<file path="config.mk">
export PLATFORM = sky130hd
export DESIGN_NAME = ros_measure_sequencer
export DESIGN_NICKNAME = d
export VERILOG_FILES = /design/src/rtl/ros_seq_pkg.sv /design/src/rtl/ros_seq_timer.sv /design/src/rtl/ros_measure_sequencer.sv
export SDC_FILE = /design/constraint.sdc
export NUM_CORES = 1
export LEC_CHECK = 0
export ABC_AREA = 1
export BUFFER_PORTS_ARGS = -buffer_cell sky130_fd_sc_hd__buf_2
export CORE_MARGIN = 2
export CORE_UTILIZATION = 46
export CTS_CLUSTER_SIZE = 30
export DETAILED_ROUTE_END_ITERATION = 7
export MAX_ROUTING_LAYER = met4
export PLACE_DENSITY_LB_ADDON = 0.3
export SETUP_SLACK_MARGIN = 0.1
export SLEW_MARGIN = 15
export SYNTH_ARGS = -nofsm -noshare
export SYNTH_HDL_FRONTEND = slang
export SYNTH_SLANG_ARGS = --single-unit
export TNS_END_PERCENT = 50
</file>
<file path="constraint.sdc">
create_clock -name clk -period 3.32 [get_ports clk]
set_input_delay 0.332 -clock clk [delete_from_list [all_inputs] [get_ports clk]]
set_output_delay 0.332 -clock clk [all_outputs]
set_load 0.005 [all_outputs]
</file>
<file path="src/rtl/ros_seq_pkg.sv">
// Shared constants and state encoding for the ring-oscillator measurement sequencer.
// Every state spends at least one cycle; timed states reload ros_seq_timer on entry.
package ros_seq_pkg;

    typedef enum logic [2:0] {
        S_IDLE   = 3'd0,
        S_CLEAR  = 3'd1,
        S_GATE   = 3'd2,
        S_LATCH  = 3'd3,
        S_SEND   = 3'd4,
        S_SHIFT  = 3'd5,
        S_FINISH = 3'd6
    } state_t;

    localparam int HOLD_CYCLES    = 4;
    localparam int SEND_CYCLES    = 4;
    localparam int FRAME_HDR_BITS = 4;

    function automatic int max_int(input int a, input int b);
        return (a > b) ? a : b;
    endfunction

endpackage

</file>
<file path="src/rtl/ros_seq_timer.sv">
// Loadable down-counter shared by all timed sequencer states.
// Loading N makes zero assert N edges later, so a state lasts N+1 cycles.
module ros_seq_timer
    import ros_seq_pkg::*;
#(
    parameter int WIDTH = 16
) (
    input  logic             clk,
    input  logic             reset,
    input  logic             load,
    input  logic [WIDTH-1:0] load_value,
    output logic             zero
);

    logic [WIDTH-1:0] count;

    always_ff @(posedge clk or posedge reset) begin
        if (reset) begin
            count <= '0;
        end else if (load) begin
            count <= load_value;
        end else if (count != '0) begin
            count <= count - WIDTH'(1);
        end
    end

    assign zero = (count == '0);

endmodule

</file>
<file path="src/rtl/ros_measure_sequencer.sv">
// Clear / gate / latch / readout sequencer for the ring-oscillator counter array.
// Optional continuous re-run is enabled by defining ROS_SEQ_AUTO_REPEAT_EN.
module ros_measure_sequencer
    import ros_seq_pkg::*;
#(
    parameter int COUNTER_LENGTH = 20,
    parameter int GATE_WIDTH     = 16,
    parameter int NUM_ROS        = 3
) (
    input  logic                  clk,
    input  logic                  reset,
    input  logic                  start,
    input  logic [GATE_WIDTH-1:0] gate_cycles,
    input  logic [NUM_ROS-1:0]    ro_mask,
    input  logic                  repeat_mode,
    output logic                  busy,
    output logic                  done,
    output logic                  ctr_reset,
    output logic                  latch_counter,
    output logic                  send_counter,
    output logic [1:0]            counter_select,
    output logic                  frame_active
);

    localparam int TW = max_int(GATE_WIDTH, $clog2(COUNTER_LENGTH + 5));

    state_t                state;
    state_t                nxt;
    logic [GATE_WIDTH-1:0] gate_cfg;
    logic [NUM_ROS-1:0]    mask_cfg;
    logic                  rep_run;
    logic                  fin_rep;

    logic                  tmr_load;
    logic [TW-1:0]         tmr_value;
    logic                  tmr_zero;

    logic                  hit;
    logic [1:0]            hit_idx;
    logic [2:0]            search_from;

`ifdef ROS_SEQ_AUTO_REPEAT_EN
    assign fin_rep = repeat_mode;
`else
    logic unused_repeat;
    assign unused_repeat = repeat_mode;
    assign fin_rep       = 1'b0;
`endif

    ros_seq_timer #(.WIDTH(TW)) u_timer (
        .clk        (clk),
        .reset      (reset),
        .load       (tmr_load),
        .load_value (tmr_value),
        .zero       (tmr_zero)
    );

    // Lowest enabled oscillator at or above search_from; during SHIFT this is the next frame.
    always_comb begin
        search_from = (state == S_SHIFT) ? ({1'b0, counter_select} + 3'd1) : 3'd0;
        hit         = 1'b0;
        hit_idx     = 2'd0;
        for (int i = NUM_ROS - 1; i >= 0; i--) begin
            if (mask_cfg[i] && (3'(i) >= search_from)) begin
                hit     = 1'b1;
                hit_idx = 2'(i);
            end
        end
    end

    always_comb begin
        nxt       = state;
        tmr_load  = 1'b0;
        tmr_value = '0;
        case (state)
            S_IDLE: begin
                if (start) begin
                    nxt       = S_CLEAR;
                    tmr_load  = 1'b1;
                    tmr_value = TW'(HOLD_CYCLES - 1);
                end
            end
            S_CLEAR: begin
                if (tmr_zero) begin
                    tmr_load = 1'b1;
                    if (gate_cfg == '0) begin
                        nxt       = S_LATCH;
                        tmr_value = TW'(HOLD_CYCLES - 1);
                    end else begin
                        nxt       = S_GATE;
                        tmr_value = TW'(gate_cfg) - TW'(1);
                    end
                end
            end
            S_GATE: begin
                if (tmr_zero) begin
                    nxt       = S_LATCH;
                    tmr_load  = 1'b1;
                    tmr_value = TW'(HOLD_CYCLES - 1);
                end
            end
            S_LATCH, S_SHIFT: begin
                if (tmr_zero) begin
                    if (hit) begin
                        nxt       = S_SEND;
                        tmr_load  = 1'b1;
                        tmr_value = TW'(SEND_CYCLES - 1);
                    end else begin
                        nxt = S_FINISH;
                    end
                end
            end
            S_SEND: begin
                if (tmr_zero) begin
                    nxt       = S_SHIFT;
                    tmr_load  = 1'b1;
                    tmr_value = TW'(COUNTER_LENGTH + FRAME_HDR_BITS - 1);
                end
            end
            S_FINISH: begin
                if (rep_run) begin
                    nxt       = S_CLEAR;
                    tmr_load  = 1'b1;
                    tmr_value = TW'(HOLD_CYCLES - 1);
                end else begin
                    nxt = S_IDLE;
                end
            end
            default: nxt = S_IDLE;
        endcase
    end

    // Outputs are decoded from the next state so they change on the same edge as the state.
    always_ff @(posedge clk or posedge reset) begin
        if (reset) begin
            state          <= S_IDLE;
            gate_cfg       <= '0;
            mask_cfg       <= '0;
            rep_run        <= 1'b0;
            busy           <= 1'b0;
            done           <= 1'b0;
            ctr_reset      <= 1'b0;
            latch_counter  <= 1'b0;
            send_counter   <= 1'b0;
            frame_active   <= 1'b0;
            counter_select <= 2'd0;
        end else begin
            state <= nxt;
            if (state == S_IDLE && start) begin
                gate_cfg <= gate_cycles;
                mask_cfg <= ro_mask;
            end
            if (nxt == S_FINISH) begin
                rep_run <= fin_rep;
            end
            busy          <= (nxt == S_FINISH) ? fin_rep : (nxt != S_IDLE);
            done          <= (nxt == S_FINISH);
            ctr_reset     <= (nxt == S_CLEAR);
            latch_counter <= (nxt == S_LATCH);
            send_counter  <= (nxt == S_SEND);
            frame_active  <= (nxt == S_SHIFT);
            if (nxt == S_SEND && state != S_SEND) begin
                counter_select <= hit_idx;
            end
        end
    end

endmodule

</file>
== After elaboration in Yosys (flattened, before gate mapping) ==
Cells that the tools add are included.
Operators by class
  add/sub/neg operators: 3
  magnitude comparators: 3
  equal/unequal tests: 11
  multiplexer cells: 31
  reductions and logical operators: 13
Operator list (count)
  one-hot mux 16 bit (5 select lines): 1
  two-way mux 16 bit: 4
  zero test 16 bit: 2
  subtractor 16 x 1 -> 16 bit, second input constant: 2
  two-way mux 3 bit: 6
  two-way mux 2 bit: 8
  nonzero test 16 bit: 1
  equality test 3 bit, second input constant: 5
  one-hot mux 3 bit (5 select lines): 1
  equality test 3 x 2 -> 1 bit, second input constant: 3
  two-way mux 1 bit: 9
  equality test 3 x 1 -> 1 bit, second input constant: 2
  greater-or-equal comparator 1 x 3 -> 1 bit, first input constant: 2
  logical AND 1 bit: 5
  two-way mux 5 bit: 1
  adder 2 x 1 -> 3 bit, second input constant: 1
  greater-or-equal comparator 2 x 3 -> 1 bit, first input constant: 1
  zero test 3 bit: 1
  != test 3 bit, second input constant: 1
  one-hot mux 1 bit (3 select lines): 1
  nonzero test 3 bit: 1
  OR reduction 3 bit: 1
  nonzero test 2 bit: 1
  OR reduction 2 bit: 1
Word-level totals
  register bits after elaboration: 46
  bits of input ports: 23
  output and inout bits: 8
  logic and storage cells: 72

== Logic depth before layout (Yosys ltp) ==
Gate-level depths: netlist (run 1).
  depth after elaboration: 12
  depth in mapped cells: 13
  mapped depth without buffers: 12

== Modules after synthesis ==
Synthesis (run 1) repeated with hierarchy kept, for this count alone.
Unflattened totals
  cells, all modules: 406
  area, all modules: 2979.1 µm²
By module, submodules not included
  ros_measure_sequencer: times used 1, cells each 237, area each 1765.4 µm², sequential area each 750.7 µm²
  ros_seq_timer: times used 1, cells each 169, area each 1213.7 µm², sequential area each 400.4 µm²

== Worst setup path before layout (run 1) ==
OpenSTA, ideal clock, no wires.
  path kind: register to register
  from: register u_timer.count[0]
  to: register busy
  data arrival time: 1.534 ns
  required time: 3.195 ns
  slack: 1.660 ns
  stages on the path, launching flop included: 11
  buffers on the path: 1
  period minus slack after synthesis: 1.660 ns
  cells stage by stage: dfrtp_1 -> inv_1 -> ha_1 -> nand3_4 -> nor2_4 -> nand2_4 -> buf_6 -> o21ai_0 -> nand3_2 -> inv_1 -> nand3_1
Between the ends
  cells in the longest elaborated chain, start to end: 5
  elaborated cells on any way between the ends: 9
  those cells by class: 1 x eq/ne; 6 x mux; 2 x reduce/logical
RTL lines
  start: declaration: RTL line ros_seq_timer.sv:15  | logic [WIDTH-1:0] count;
  start signal: assignment: RTL line ros_seq_timer.sv:21  | count <= load_value;
  start signal: assignment: RTL line ros_seq_timer.sv:23  | count <= count - WIDTH'(1);
  zero test 16 bit (*): RTL line ros_seq_timer.sv:27  | assign zero = (count == '0);
  two-way mux 3 bit (on tied branches)
  one-hot mux 3 bit (5 select lines) (*): RTL line ros_measure_sequencer.sv:75  | case (state)
  via nxt[0]: RTL line ros_measure_sequencer.sv:28  | state_t nxt;
  equality test 3 bit / nonzero test 3 bit (equally long branches): RTL line ros_measure_sequencer.sv:156  | busy <= (nxt == S_FINISH) ? fin_rep : (nxt != S_IDLE);
  two-way mux 1 bit (*): RTL line ros_measure_sequencer.sv:156
  end signal: assignment: RTL line ros_measure_sequencer.sv:156
  end: declaration: RTL line ros_measure_sequencer.sv:16  | output logic busy,
Mark *: on every way through the listed nets, which the timed path passes. The rest lies on a longest branch.
A chain may end at the register's enable or synchronous reset.

== Worst setup path after layout (run 1) ==
  from: register u_timer.count[0]
  to: register u_timer.count[1]
Between the ends
  cells in the longest elaborated chain, start to end: 4
  elaborated cells on any way between the ends: 14
  those cells by class: 1 x add/sub; 10 x mux; 3 x reduce/logical
RTL lines
  branches (longest 4 deep; another with subtractor 16 x 1 -> 16 bit)
Parallel ways; which one is timed is not known. The select of a mux whose other input is x is not followed.

==> results.tsv, run 1 <==
stage	metric	value	unit
logic_synthesis	Post-Syn Area	2922	µm²
cells_and_area	Final nets	454	
sta	final worst slack	0.9749	ns
sta	final-report setup violation count	0	
worst_setup_path	startpoint types	flip-flop	
power	Peak VDD IR	0.2032	mV
worst_setup_path	Top delay family on crit path	simple AND/OR/NAND/NOR gates	
logic_synthesis	Async SR Flop Fraction	1.000	
routing	post-route ant nets	0	
sta	fin crit share	0.7064	
routing	vias per cell	4.958	
routing	DRC viols	0	
worst_setup_path	setup slack, reg-to-reg	0.97	ns
cells_and_area	ant diodes	0	
logic_synthesis	post-synthesis compound-gate area fraction	0.09465	
sta	Fin Setup TNS	0	ns
floorplan	initial core utilization	0.4681	
routing	WL per Instance	12.07	µm
sta	fin crit period	2.345	ns
worst_setup_path	WP buf/inv	4	
clock_tree	setup repair bufs after CTS	0	
floorplan	# IOs	31	
clock_tree	CTS H-tree lvls	2	
cells_and_area	area grow syn2layout	10.15	%
worst_setup_path	CP max FO	14	
power	Power Dens Cells	311.0	nW/µm²
clock_tree	Clk Latency, worst-skew pair	0.30	ns
sta	Slew @ Worst Pin	0.8227	ns
logic_synthesis	area share of the largest cell type after synthesis	0.3940	
clock_tree	Worst-path clk slew	0.09	ns
placed_design	routability cong.	0.8594	
logic_synthesis	commonest cells in the netlist	nand2_1, inv_1, dfrtp_1	
routing	initial DRC count	148	
sta	Max Slew Vio Count	0	
worst_setup_path	Crit Path Class	flip-flop to flip-flop	
logic_synthesis	multiplexer share of the synthesized area	0	
sta	Slew Limit Headroom	0.4482	
logic_synthesis	adder-cell share of the synthesized area	0.01713	
routing	Post-Route WL	6096	µm
clock_tree	CTS buffer count	5	
worst_setup_path	slowest stage delay, CP	0.57	ns
worst_setup_path	CP Launch Point	u_timer.count[0]	
routing	Max Used Layer	met4	
logic_synthesis	Syn Area/Cell	7.359	µm²
sta	RSZ-0062 raised after global routing	false	
global_route	largest net degree at the start of global routing	32	
worst_setup_path	Crit. End Element	flip-flop	
logic_synthesis	most frequently used cell type in the post-synthesis netlist	nand2_1	
worst_setup_path	crit path cell chain	inv_1, ha_1, nand3_4, nor2_4, nand2_4, clkinv_4, a21oi_2, nand2_4, inv_2, nand2_1, nand2_1, inv_1	
routing	WL met1	2951	µm
logic_synthesis	post-synth top area cell	dfrtp_1	
global_route	vias in the first global route	2497	
sta	Setup Skew	0.008033	ns
outcome	status	completed	
sta	Final Hold Vio Count	0	
placed_design	I/O Buffers	29	
clock_tree	post-cts resize count	0	
logic_synthesis	Synth Area in Simple Gates	0.3486	
logic_synthesis	synth top area cells	dfrtp_1, nand2_1, inv_1	
worst_setup_path	CP required	3.52	ns
run	max cap viols	0	
logic_synthesis	Yosys cell types	33	
power	leakage	1.618	nW
worst_setup_path	crit path DAT	2.55	ns
clock_tree	Root Driver	clkbuf_8	
logic_synthesis	Post-Synth XOR/XNOR Area	0.05096	
global_route	initial antenna violation count	0	
clock_tree	CTS Sinks	46	
global_route	first-pass GRT wire length	11030	µm
clock_tree	clk buf depth	2	
floorplan	Core ar.	6241	µm²
logic_synthesis	Yosys warnings	0	
logic_synthesis	number of synthesized flops with an enable pin	0	
floorplan	die width	83.70	µm
global_route	remaining global-route overflow	0	
sta	Achievable Freq	0.4264	GHz
logic_synthesis	sequential area share after synthesis	0.3940	
min_path	Hold WC Path Type	input port to async pin	
logic_synthesis	Mapped Nets	424	
placed_design	dpl ws	0.9623	ns
floorplan	Die Ht	83.70	µm
logic_synthesis	largest family of logic cells by synthesized area	simple AND/OR/NAND/NOR gates	
floorplan	die area	7005	µm²
routing	drt pass-1 iters	4	
clock_tree	CTS tree	yes	
cells_and_area	share of layout cells above drive strength 1	0.1822	
logic_synthesis	number of synthesized register bits	46	
routing	DR WL met2	2934	µm
worst_setup_path	FF-to-FF Start	u_timer.count[0]	
routing	vias	2504	
clock_tree	CTS Hold Bufs	0	
placed_design	dpl hpwl	4679	µm
global_route	GRT Util Overall	0.1969	
worst_setup_path	slowest CP cell	a21oi_2	
logic_synthesis	cell count after synthesis	397	
routing	met3 wire len	185	µm
floorplan	Rows	29	
logic_synthesis	Main synth FF type	dfrtp_1	
## final cells by class
cell class / count / area, µm²
well taps: 77 / 96.34
clock inverters: 3 / 40.04
fillers: 630 / 3023
multi-input cells: 288 / 1494
clock buffers: 5 / 68.82
flip-flops and latches: 46 / 1151
inverters: 56 / 215.2
repair buffers: 30 / 152.6
## flip-flops by register name, summed over array words and instances (netlist names)
register        flops
counter_select      2
done                1
ctr_reset           1
gate_cfg           16
mask_cfg            3
u_timer.count      16
latch_counter       1
state               3
frame_active        1
busy                1
send_counter        1
## layout by cell type (no fill, tap or decap), types with 3 or more instances in the layout
cell / n
nand2_2: 5
nand2_1: 107
o211ai_1: 3
o21ai_0: 29
nor2_2: 10
a21oi_1: 8
inv_2: 8
o21ai_1: 3
nand4_1: 7
buf_2: 29
nor3_1: 7
inv_1: 46
nor2_1: 39
nand3_2: 6
ha_1: 4
dfrtp_1: 46
nand3_1: 28
xor2_1: 16
clkbuf_8: 5
## power by group
group / switching [mW] / total, mW / internal [mW]
sequential: 0 / 0.560 / 0.560
combinational: 0.0139 / 0.0232 / 0.00931
clock: 0.196 / 0.418 / 0.222
## per-layer routing
layer  vias to the layer above  global-route usage
li1                       1313                   -
met1                      1141              0.2624
met2                        46              0.3185
met3                         4             0.02275
met4                         0             0.05865
met5                         -                   -
## through the flow
step / instances / cell area [µm²] / power, mW / hold WS [ns] / util
6_report: 505 / 3218 / 1.001 / 0.07479 / 0.5156
5_1_grt: 505 / 3218 / 1.034 / 0.1312 / 0.5156
4_1_cts: 505 / 3218 / 1.014 / 0.09293 / 0.5156
3_5_place_dp: 497 / 3109 / 0.5952 / 0.4233 / 0.4982
3_3_place_gp: 497 / 3109 / 0.5950 / 0.4203 / 0.4982
2_1_floorplan: 397 / 2922 / 0.5791 / 0.4416 / -
## kinds of logic after synthesis
group | Yosys count
simple gates | 217
fa+ha+maj | 4
xor+xnor | 17
compound gates | 50
flops | 46
buf+inv | 63
## final timing paths
check / end / cells past startpoint
hold / removal: mask_cfg[1] / 2
setup reg to reg: u_timer.count[1] / 12
max in group asynchronous: u_timer.count[7] / 3
min in group clk: mask_cfg[0] / 3
hold reg to reg: counter_select[1] / 2
setup / recovery: u_timer.count[1] / 12
Power figures use the tool's default switching activity.
==> inputs of run 2 (changes only) <==
==> constraint.sdc (replaced) <==
create_clock -name clk -period 2.39 [get_ports clk]
set_input_delay 0.239 -clock clk [delete_from_list [all_inputs] [get_ports clk]]
set_output_delay 0.239 -clock clk [all_outputs]
set_load 0.005 [all_outputs]
==> run 2 against run 1 <==
Net effect: cell count is 0.99% higher; clock skew hardly changed; worst setup slack worse by 0.64 ns; design area is 2.3% higher; wire length is 1.2% higher; power is 52% higher; utilization is 1.2 points higher; global-route usage is 0.056 points lower; sequential share of layout area is 0.80 points lower.
==> results.tsv, run 2 (synthesis gave the netlist of run 1 again) <==
stage	metric	value	unit
global_route	GRT Util Overall	0.1964	
routing	met3 wire len	184	µm
sta	Max Slew Vio Count	0	
routing	initial DRC count	133	
worst_setup_path	crit path DAT	2.30	ns
power	Clock Power Share	0.468	
outcome	status	completed	
placed_design	dpl ws	0.3596	ns
floorplan	Rows	29	
clock_tree	post-cts resize count	0	
sta	Fin Setup TNS	0	ns
worst_setup_path	Crit Path Class	flip-flop to flip-flop	
clock_tree	CTS tree	yes	
cells_and_area	most common cell after layout, fill and taps aside	nand2_1	
clock_tree	CTS buffer count	5	
cells_and_area	post-route design area	3292	µm²
power	Sw Pwr	0.2858	mW
sta	Final Hold Vio Count	0	
clock_tree	Root Driver	clkbuf_8	
power	Power Dens Cells	462.7	nW/µm²
routing	Post-Route WL	6169	µm
worst_setup_path	Crit. End Element	flip-flop	
placed_design	placed cell count	501	
floorplan	initial core utilization	0.4681	
global_route	initial antenna violation count	0	
routing	vias	2498	
sta	Setup Skew	0.007823	ns
cells_and_area	post-route insts no fill	510	
global_route	remaining global-route overflow	0	
sta	RSZ-0062 raised after global routing	false	
placed_design	routability cong.	0.8604	
cells_and_area	share of layout cells above drive strength 1	0.1894	
sta	fin crit period	2.051	ns
global_route	vias in the first global route	2383	
floorplan	Core ar.	6241	µm²
routing	WL met1	2995	µm
cells_and_area	multi-input logic area	1494	µm²
worst_setup_path	setup slack, reg-to-reg	0.34	ns
floorplan	# IOs	31	
sta	final worst slack	0.3390	ns
cells_and_area	Final nets	459	
placed_design	placed cell areas	3139	µm²
cells_and_area	fillcell total	625	
worst_setup_path	CP required	2.64	ns
placed_design	I/O Buffers	29	
floorplan	die width	83.70	µm
power	Peak VDD IR	0.4126	mV
sta	Slew @ Worst Pin	0.6505	ns
placed_design	dpl hpwl	4748	µm
power	Reg power frac	0.510	
clock_tree	clk buf depth	2	
power	Pint	1.237	mW
routing	Max Used Layer	met4	
power	total power draw	1.523	mW
routing	post-route ant nets	0	
floorplan	die area	7005	µm²
cells_and_area	area grow syn2layout	12.68	%
clock_tree	CTS Sinks	46	
floorplan	Die Ht	83.70	µm
clock_tree	Worst-path clk slew	0.09	ns
routing	DRC viols	0	
sta	Achievable Freq	0.4876	GHz
run	max cap viols	0	
global_route	first-pass GRT wire length	10960	µm
sta	fin crit share	0.8581	
min_path	Hold WC Path Type	input port to flip-flop	
cells_and_area	most frequent cells in the layout	nand2_1, inv_1, dfrtp_1, nor2_1	
clock_tree	CTS H-tree lvls	2	
routing	WL per Instance	12.10	µm
routing	DR WL met2	2896	µm
cells_and_area	storage element area	1151	µm²
power	Sw Ratio	0.1876	
routing	drt pass-1 iters	5	
routing	vias per cell	4.898	
sta	final-report setup violation count	0	
clock_tree	Clk Latency, worst-skew pair	0.30	ns
sta	Slew Limit Headroom	0.5637	
global_route	largest net degree at the start of global routing	31	
cells_and_area	ant diodes	0	
cells_and_area	Largest regs	gate_cfg (16), u_timer.count (16)	
power	Comb pwr share	0.022	
worst_setup_path	CP max FO	14	
worst_setup_path	startpoint types	flip-flop	
power	leakage	1.653	nW
==> run 2: cell types whose count changed in the layout (fill, tap and decap cells not counted), sizes merged <==
| cell | change |
|---|---|
| clkinv | -2 |
| dlygate4sd3 | +1 |
| bufinv | +1 |
| buf | +4 |
| clkbuf | +1 |
==> run 2: area by class of cell <==
cell class	count	share of cell area
Clock inverter	2	0.01824
Tap cell	77	0.02927
Clock buffer	6	0.02509
Timing Repair Buffer	35	0.05853
Inverter	56	0.06537
Sequential cell	46	0.3497
Multi-Input combinational cell	288	0.4538
==> run 2: worst paths after layout <==
| kind | startpoint | to | cells after the start |
|---|---|---|---|
| max | u_timer.count[0] | u_timer.count[10] | 10 |
| max in group asynchronous | reset | u_timer.count[10] | 4 |
| min reg2reg | counter_select[1] | counter_select[1] | 2 |
| max reg2reg | u_timer.count[0] | u_timer.count[10] | 10 |
| min in group asynchronous | reset | send_counter | 3 |
| min | gate_cycles[3] | gate_cfg[3] | 3 |
==> run 2: what timing repair did <==
item | in CTS | in global routing
hold endpoints to repair | 19 | 0
hold buffers | 1 | 0
buffers inserted | 0 | 0
==> run 2: per-stage QoR <==
stage          utilization  hold WS [ns]
2_1_floorplan            -        0.3486
3_3_place_gp        0.5030        0.2804
3_5_place_dp        0.5030        0.2845
4_1_cts             0.5275        0.1248
5_1_grt             0.5275        0.1371
6_report            0.5275        0.1258
==> run 2: power groups by stage <==
| stage | Clock (mW) | Sequential, mW | Combinational (mW) |
|---|---|---|---|
| floorplan | 0 | 0.793 | 0.0114 |
| CTS | 0.723 | 0.778 | 0.0349 |
| detailed placement | 0 | 0.793 | 0.0337 |
| finish | 0.713 | 0.777 | 0.0330 |
| global placement | 0 | 0.793 | 0.0331 |
| global route | 0.754 | 0.778 | 0.0394 |
==> run 2: layer usage <==
layer  track usage  up-vias
li1              -     1330
met1        0.2582     1122
met2        0.3178       38
met3       0.03066        8
met4       0.05425        0
met5             -        -
==> run 2: critical path, cell delays in order, from the launching register on <==
cell and delay (ns):
dfrtp_1 0.38, inv_1 0.11, ha_1 0.24, nand3_4 0.13, nor2_4 0.17, nand2_4 0.15, nor2_4 0.19, nand2_1 0.19
o21ai_0 0.29, nand2_1 0.08, inv_1 0.06
==> inputs of run 3 (changes only) <==
--- a/config.mk
+++ b/config.mk
@@ -7,6 +7,7 @@
 export LEC_CHECK = 0
 export ABC_AREA = 1
 export BUFFER_PORTS_ARGS = -buffer_cell sky130_fd_sc_hd__buf_2
+export CORE_ASPECT_RATIO = 2
 export CORE_MARGIN = 2
 export CORE_UTILIZATION = 46
 export CTS_CLUSTER_SIZE = 30
==> run 3 against run 2 <==
Net effect: die area grew 0.55%; via count is 1.4% lower; power is 1.9% higher; worst setup slack lost 0.051 ns; worst hold slack gained 0.017 ns; clock-buffer cell count is 2 higher; non-clock buffer count fell by 1; register-to-register slack lost 0.05 ns.
==> results.tsv, run 3 (synthesis gave the netlist of run 1 again) <==
stage	metric	value	unit
worst_setup_path	Crit. End Element	flip-flop	
cells_and_area	multi-input logic area	1494	µm²
floorplan	# IOs	31	
routing	Post-Route WL	5861	µm
min_path	worst hold stages	3	
floorplan	Rows	41	
global_route	largest net degree at the start of global routing	47	
cells_and_area	post-layout util	0.5344	
placed_design	routability cong.	0.9621	
clock_tree	Root Driver	clkbuf_16	
clock_tree	setup repair bufs after CTS	0	
power	Power Dens Cells	468.1	nW/µm²
cells_and_area	fillcell total	647	
floorplan	die width	60.35	µm
global_route	first-pass GRT wire length	9798	µm
sta	fin crit period	2.102	ns
sta	Slew @ Worst Pin	0.9526	ns
min_path	hold path start	ro_mask[1]	
worst_setup_path	Crit Path Class	flip-flop to flip-flop	
power	Sw Ratio	0.1862	
sta	Fin Setup TNS	0	ns
global_route	vias in the first global route	2262	
clock_tree	Worst-path clk slew	0.06	ns
sta	fin crit share	0.8793	
clock_tree	Clk Latency, worst-skew pair	0.29	ns
cells_and_area	Final nets	458	
floorplan	initial core utilization	0.4707	
outcome	status	completed	
sta	Setup Skew	0.002736	ns
clock_tree	CTS Sinks	46	
worst_setup_path	FF-to-FF Start	u_timer.count[0]	
routing	drt pass-1 iters	4	
worst_setup_path	setup slack, reg-to-reg	0.29	ns
floorplan	Core ar.	6207	µm²
power	Clock Power Share	0.478	
worst_setup_path	CP max FO	8	
cells_and_area	most frequent cells in the layout	nand2_1, inv_1, dfrtp_1, nor2_1	
global_route	GRT Util Overall	0.1895	
global_route	initial antenna violation count	0	
sta	Max Slew Vio Count	0	
clock_tree	clk buf depth	2	
sta	RSZ-0062 raised after global routing	false	
min_path	Hold WC Path Type	input port to flip-flop	
cells_and_area	area grow syn2layout	13.53	%
worst_setup_path	crit path DAT	2.33	ns
sta	Achievable Freq	0.4758	GHz
clock_tree	CTS tree	yes	
cells_and_area	ant diodes	0	
placed_design	dpl hpwl	4572	µm
power	Reg power frac	0.502	
placed_design	I/O Buffers	29	
routing	vias	2462	
power	Sw Pwr	0.2891	mW
routing	vias per cell	4.753	
routing	post-route ant nets	0	
power	Peak VDD IR	0.6146	mV
worst_setup_path	R2R depth	11	
worst_setup_path	startpoint types	flip-flop	
global_route	remaining global-route overflow	0	
clock_tree	CTS buffer count	5	
routing	WL per Instance	11.31	µm
sta	Slew Limit Headroom	0.3640	
worst_setup_path	CP required	2.62	ns
worst_setup_path	reg2reg end	u_timer.count[13]	
power	leakage	1.664	nW
sta	final-report setup violation count	0	
clock_tree	CTS Hold Bufs	0	
floorplan	die area	7043	µm²
power	Comb pwr share	0.020	
clock_tree	post-cts resize count	0	
clock_tree	CTS H-tree lvls	2	
cells_and_area	Largest regs	gate_cfg (16), u_timer.count (16)	
cells_and_area	share of layout cells above drive strength 1	0.1921	
sta	Final Hold Vio Count	0	
power	Pint	1.263	mW
floorplan	Die Ht	116.7	µm
cells_and_area	most common cell after layout, fill and taps aside	nand2_1	
run	max cap viols	0	
cells_and_area	storage element area	1151	µm²
routing	DRC viols	0	
min_path	WHS Endpoint	mask_cfg[1]	
routing	initial DRC count	113	
run 3: cell count changes in the layout (fill, tap and decap cells not counted):
cell and change:
clkinv_1 -1, dlygate4sd3_1 -1, clkbuf_8 -3, clkbuf_16 +5
inv_2 +1, bufinv_16 -2
run 3: per-layer routing:
| metal | GRT usage | part of all wire | up-vias |
|---|---|---|---|
| met5 | - | 0 | - |
| met4 | 0.07111 | 0.016 | 0 |
| met3 | 0.03322 | 0.028 | 6 |
| met2 | 0.3188 | 0.51 | 34 |
| met1 | 0.2196 | 0.44 | 1091 |
| li1 | - | - | 1331 |
run 3: power groups by stage:
stage | Sequential, mW | Combinational [mW] | Clock (mW)
floorplan | 0.793 | 0.0114 | 0
global placement | 0.793 | 0.0319 | 0
detailed placement | 0.793 | 0.0324 | 0
CTS | 0.779 | 0.0325 | 0.765
global route | 0.778 | 0.0358 | 0.788
finish | 0.779 | 0.0309 | 0.743
run 3: how the worst max path moves through the flow:
stage	from	to	slack, ns	cells after the start
6_report	u_timer.count[0]	u_timer.count[13]	0.29	11
4_1_cts	u_timer.count[0]	u_timer.count[10]	0.29	11
2_1_floorplan	u_timer.count[0]	busy	0.73	10
5_1_grt	u_timer.count[0]	u_timer.count[13]	0.13	11
3_5_place_dp	u_timer.count[0]	u_timer.count[13]	0.31	11
3_3_place_gp	u_timer.count[0]	u_timer.count[13]	0.34	11
run 3: cell type report:
| type | instances | share of cell area |
|---|---|---|
| Clock buffer | 8 | 0.05017 |
| Inverter | 56 | 0.06488 |
| Multi-Input combinational cell | 288 | 0.4504 |
| Sequential cell | 46 | 0.3470 |
| Tap cell | 86 | 0.03244 |
| Timing Repair Buffer | 34 | 0.05507 |
run 3: worst max-delay path, stage by stage (launching register included):
cell and delay (ns):
dfrtp_1 0.37, inv_1 0.12, ha_1 0.25, nand3_4 0.13, nor2_4 0.16, nand2_4 0.12
buf_4 0.19, nor2_4 0.15, nand2_1 0.19, a21oi_1 0.15, o21ai_0 0.13, nand2_1 0.09
run 3: metrics by stage:
stage	setup slack [ns]	instance area [µm²]	total power, mW	instances	hold WS (ns)
final	0.2884	3317	1.553	518	0.1426
after detailed placement	0.3128	3151	0.8254	510	0.4360
after floorplan	0.7304	2922	0.8045	397	0.3486
after global routing	0.1312	3317	1.602	518	0.1517
after global placement	0.3441	3151	0.8250	510	0.4308
after CTS	0.2906	3317	1.576	518	0.1384
